**src/rtl/pcbuf_pkt.sv**
```systemverilog
// Drains a full chip burst from the 16-bit chip buffer and frames it as SYNC/TAG/LEN/payload/SUM on a valid/ready stream.
// Latency: start -> SYNC next cycle, first payload 2 cycles into PAY; stalls hold words, a 2-entry skid absorbs read latency.
module pcbuf_pkt #(
    parameter logic [15:0] SYNC_WORD = 16'hEB90
) (
    input  logic        clk_sys,
    input  logic        rst_n,
    input  logic        pkt_en,
    input  logic [19:0] chip_len,
    input  logic [6:0]  chip_sel,
    input  logic        pcbuf_full,
    input  logic        pcbuf_empty,
    output logic        pcbuf_rdreq,
    input  logic [15:0] pcbuf_q,
    output logic [15:0] pkt_d,
    output logic        pkt_vld,
    input  logic        pkt_rdy,
    output logic        pkt_sop,
    output logic        pkt_eop,
    output logic        pkt_busy,
    output logic [15:0] pkt_cnt
);

    typedef enum logic [2:0] {IDLE, SYNC, TAG, LEN, PAY, SUM} state_t;

    state_t      state;
    logic [11:0] len;
    logic [11:0] rd_cnt;
    logic [11:0] tx_cnt;
    logic [6:0]  sel;
    logic [7:0]  seq;
    logic [15:0] csum;
    logic [15:0] skid0;
    logic [15:0] skid1;
    logic [1:0]  occ;
    logic        inflight;
    logic        start;
    logic        xfer;
    logic        pop;
    logic        unused_len_hi;

    assign unused_len_hi = ^chip_len[19:12];

    assign start = pkt_en & pcbuf_full & (chip_len[11:0] != 12'd0);
    assign xfer  = pkt_vld & pkt_rdy;
    assign pop   = xfer & (state == PAY);

    // Words already in the skid plus the read in flight must leave room for the next read.
    assign pcbuf_rdreq = (state == PAY) & (rd_cnt < len) & ~pcbuf_empty &
                         (({1'b0, occ} + {2'b00, inflight}) < (3'd2 + {2'b00, pop}));

    assign pkt_sop  = (state == SYNC);
    assign pkt_eop  = (state == SUM);
    assign pkt_busy = (state != IDLE);

    always_comb begin
        pkt_vld = 1'b0;
        pkt_d   = 16'h0000;
        case (state)
            SYNC: begin
                pkt_vld = 1'b1;
                pkt_d   = SYNC_WORD;
            end
            TAG: begin
                pkt_vld = 1'b1;
                pkt_d   = {1'b0, sel, seq};
            end
            LEN: begin
                pkt_vld = 1'b1;
                pkt_d   = {4'h0, len};
            end
            PAY: begin
                pkt_vld = (occ != 2'd0);
                pkt_d   = skid0;
            end
            SUM: begin
                pkt_vld = 1'b1;
                pkt_d   = csum;
            end
            default: begin
                pkt_vld = 1'b0;
                pkt_d   = 16'h0000;
            end
        endcase
    end

    always_ff @(posedge clk_sys or negedge rst_n) begin
        if (!rst_n) begin
            state    <= IDLE;
            len      <= 12'd0;
            rd_cnt   <= 12'd0;
            tx_cnt   <= 12'd0;
            sel      <= 7'd0;
            seq      <= 8'd0;
            csum     <= 16'h0000;
            skid0    <= 16'h0000;
            skid1    <= 16'h0000;
            occ      <= 2'd0;
            inflight <= 1'b0;
            pkt_cnt  <= 16'h0000;
        end else begin
            inflight <= pcbuf_rdreq;
            if (pcbuf_rdreq) begin
                rd_cnt <= rd_cnt + 12'd1;
            end

            // skid0 is always the head; occ never exceeds 2 so push+pop never sees occ==2.
            case ({inflight, pop})
                2'b10: begin
                    if (occ == 2'd0) skid0 <= pcbuf_q;
                    else             skid1 <= pcbuf_q;
                    occ <= occ + 2'd1;
                end
                2'b01: begin
                    skid0 <= skid1;
                    occ   <= occ - 2'd1;
                end
                2'b11: begin
                    if (occ == 2'd1) begin
                        skid0 <= pcbuf_q;
                    end else begin
                        skid0 <= skid1;
                        skid1 <= pcbuf_q;
                    end
                end
                default: ;
            endcase

            if (pop) begin
                csum   <= csum + skid0;
                tx_cnt <= tx_cnt + 12'd1;
            end

            case (state)
                IDLE: begin
                    if (start) begin
                        state  <= SYNC;
                        len    <= chip_len[11:0];
                        sel    <= chip_sel;
                        rd_cnt <= 12'd0;
                        tx_cnt <= 12'd0;
                    end
                end
                SYNC: if (xfer) state <= TAG;
                TAG:  if (xfer) state <= LEN;
                LEN:  if (xfer) state <= PAY;
                PAY:  if (pop && (tx_cnt == len - 12'd1)) state <= SUM;
                SUM: begin
                    if (xfer) begin
                        state   <= IDLE;
                        seq     <= seq + 8'd1;
                        pkt_cnt <= pkt_cnt + 16'd1;
                        csum    <= 16'h0000;
                    end
                end
                default: state <= IDLE;
            endcase
        end
    end

endmodule

```
**config.mk**
```make
export PLATFORM = sky130hd
export DESIGN_NAME = pcbuf_pkt
export DESIGN_NICKNAME = d
export VERILOG_FILES = /design/src/rtl/pcbuf_pkt.sv
export SDC_FILE = /design/constraint.sdc
export NUM_CORES = 1
export LEC_CHECK = 0
export CAP_MARGIN = 20
export CORE_UTILIZATION = 45
export DETAILED_ROUTE_END_ITERATION = 6
export GPL_TIMING_DRIVEN = 1
export PLACE_DENSITY_LB_ADDON = 0.1
export SYNTH_ARGS = -nofsm -noshare
export SYNTH_HDL_FRONTEND = slang
export SYNTH_SLANG_ARGS = --single-unit
```
**constraint.sdc**
```tcl
create_clock -name clk_sys -period 3.7 [get_ports clk_sys]
set_input_delay 0.925 -clock clk_sys [delete_from_list [all_inputs] [get_ports clk_sys]]
set_output_delay 0.925 -clock clk_sys [all_outputs]
set_load 0.02 [all_outputs]
```
==> out/results.ini <==
[setup_path]
worstPathRequired_ps=2770
worst-path-max-fanout=18
end_kind=output port
worstSetupPathType=reg2out
cp_num_buf_inv=2
worst_ep_arrival_time_ps=2690
max_stage_delay_ps=670
cp_slowest_cell=clkdlybuf4s50_1
critPathTopFamily=buffers and inverters
path_cells=buf_4 -> nor2b_2 -> a22oi_1 -> o22ai_1 -> clkdlybuf4s50_1
start_kind=register

[grt]
antenna_found_initial=0
grt_usage_pct=24.2
grt-ovfl-total=0
grt_pass1_wl_mm=30.6
grt_pass1_vias=6013
grt_start_max_net_pins=58

[synthesis]
synth-seq-cells=121
synth.area.top_cells=dfrtp_1 (42%), ha_1 (6.7%), nand2_1 (4.8%)
yosysMostFrequentCell=dfrtp_1
syn_inst=767
yosys.area.top_type_share_pct=41.9
yosysUniqueCellTypes=60
synthArstFlopShare_pct=100
synth-main-ff-cell=dfrtp_1
seq_area_frac_synth_pct=41.9
synth_common_cells=dfrtp_1 (121), nand2_1 (93), nor2_1 (52), a21oi_1 (51), ha_1 (39)
synth_nets=856
syn_area_um2=7230
synth_top_cell_by_area=dfrtp_1
ys_warn_count=0
postSynthAreaPerCell_um2=9.43
synth_edf_count=0

[clock_tree]
cts_tree=built
cts-root-buf=clkbuf_16
htreeDepth=4
max-clock-path-buffers=2
clkLatencyLatePin_ps=430
cts_made_buffers=17
cts.sink_count=121
cts_setup_buffers=0
clkTransAtPathRegs_ps=60
ctsHoldBuffers=0

[routing]
avgRoutedWirePerCell_um=17.3
final_antenna_net_count=0
firstDrtPassIters=5
drt-initial-drc-count=360
routed-via-count=6104
drcViolationCount=0
viasPerCell=5.69
totalWireLength_mm=18.6

[timing]
rsz0062_at_grt=no
setup_viol=0
relSlewSlack_pct=31.7
drv_slew=0
final.setup_skew_ps=8.87
tightest_slew_ps=1020
min_period_ps=3620
finalCritPeriodShare_pct=97.8
fmax_mhz=276
fin_setup_tns_ps=0
hold_viol_final=0

[floorplanning]
rows=45
fp.dieW_um=129
start_util_pct=46.9
coreArea_um2=15400
dieArea_um2=16600
pin_count=86
die_h_um=129

[pwr]
ir_drop_v=0.000789
leakage_nw=3.94
p_per_area_nw_per_um2=824

[cells_and_area]
drive_gt1_share_pct=10.1
n_antenna_cell=0
multi_input_area_um2=3950
fillCellCount=1387
area_growth_pct=22.5
fin_nets=938
regArea_um2=3030
final_core_util_pct=57.4
stdcell_count=1073

[placement]
io_buffers=77
place_congestion=0.901
place_inst=1041
dpl.hpwl_mm=13.7

[hold_path]
hp-class=reg2reg

[status]
status=finished clean

[job]
maxCapViolations=0

per-layer routing:
metal  wire (um)  global-route usage (%)  share of wire, %
met5           0                       0                 0
met2        8270                    36.7                44
met4         360                    9.62               1.9
met3         995                    4.49               5.3
met1        8990                    34.0                48
final cells by class:
type | instances | area share (%)
multi-input cells | 583 | 44.6
flip-flops and latches | 121 | 34.2
repair buffers | 97 | 10.6
clock buffers | 17 | 4.80
well taps | 211 | 2.98
clock inverters | 15 | 1.58
inverters | 29 | 1.23
cells in the final DEF, fill, tap and decap left out, types with 7 or more instances in the layout:
| cell type | count |
|---|---|
| dfrtp_1 | 121 |
| xnor2_1 | 36 |
| o22ai_1 | 13 |
| nand4_1 | 15 |
| nand2_1 | 93 |
| buf_4 | 19 |
| nor3_1 | 8 |
| a211oi_1 | 7 |
| inv_1 | 28 |
| and3_1 | 11 |
| mux2_2 | 22 |
| clkbuf_16 | 17 |
| nand3_1 | 29 |
| a22oi_1 | 24 |
| inv_6 | 7 |
| xor2_1 | 23 |
| mux2i_1 | 24 |
| nand2b_1 | 13 |
| clkdlybuf4s50_1 | 75 |
| a21oi_1 | 50 |
| a21o_1 | 13 |
| nor2_1 | 50 |
| o21ai_0 | 29 |
| ha_1 | 39 |
| nor4_1 | 12 |
metrics by stage:
stage	power, mW	hold slack, ps	instance area, um^2	worst slack, ps
3_3_place_gp	5.57	457	8290	-88.0
2_1_floorplan	4.51	440	7230	457
5_1_grt	7.82	499	8860	25.0
3_5_place_dp	5.67	467	8290	-80.6
4_1_cts	7.31	479	8860	117
6_report	7.30	474	8860	82.5
where the power goes:
group / switching [mW] / internal, mW
combinational: 2.00 / 1.53
clock: 0.670 / 0.934
sequential: 0.433 / 1.73
state kept, by name, summed over array words and instances, names as in the netlist:
register / flops
csum: 16
tx_cnt: 12
seq: 8
occ: 2
state: 3
skid1: 16
rd_cnt: 12
len: 12
sel: 7
pkt_cnt: 16
skid0: 16
inflight: 1
worst paths after layout:
path                                              start  cells after the start  slack [ps]                      end
worst max-delay path               state[1]$_DFFE_PN0P_                      5          80                 pkt_d[8]
worst min-delay path            pkt_cnt[15]$_DFFE_PN0P_                      1         470  pkt_cnt[15]$_DFFE_PN0P_
worst max register to register        csum[0]$_DFF_PN0_                      8        1000       csum[12]$_DFF_PN0_
worst min register to register  pkt_cnt[15]$_DFFE_PN0P_                      1         470  pkt_cnt[15]$_DFFE_PN0P_
max in group asynchronous                         rst_n                      2        2370    skid1[13]$_DFFE_PN0P_
min in group asynchronous                         rst_n                      1         560   pkt_cnt[9]$_DFFE_PN0P_
timing repair:
action	in CTS	in global routing
gates resized for setup	2	1
endpoints found under the hold margin	0	0
setup endpoints to repair	4	1
logic make-up (layout without fill, tap and decap cells):
group                      count (synthesis)  after routing  share of synthesized area [%]
xor gates and xnor gates                  59             59                           7.15
buffers and inverters                     63            158                           3.62
muxes                                     46             46                           6.75
adders and majority gates                 40             40                           7.02
and+or+nand+nor                          256            256                           16.9
DFF                                      121            121                           41.9
AOI/OAI and AO/OA                        182            182                           16.7
No activity file was read; power rests on OpenSTA's default activity.
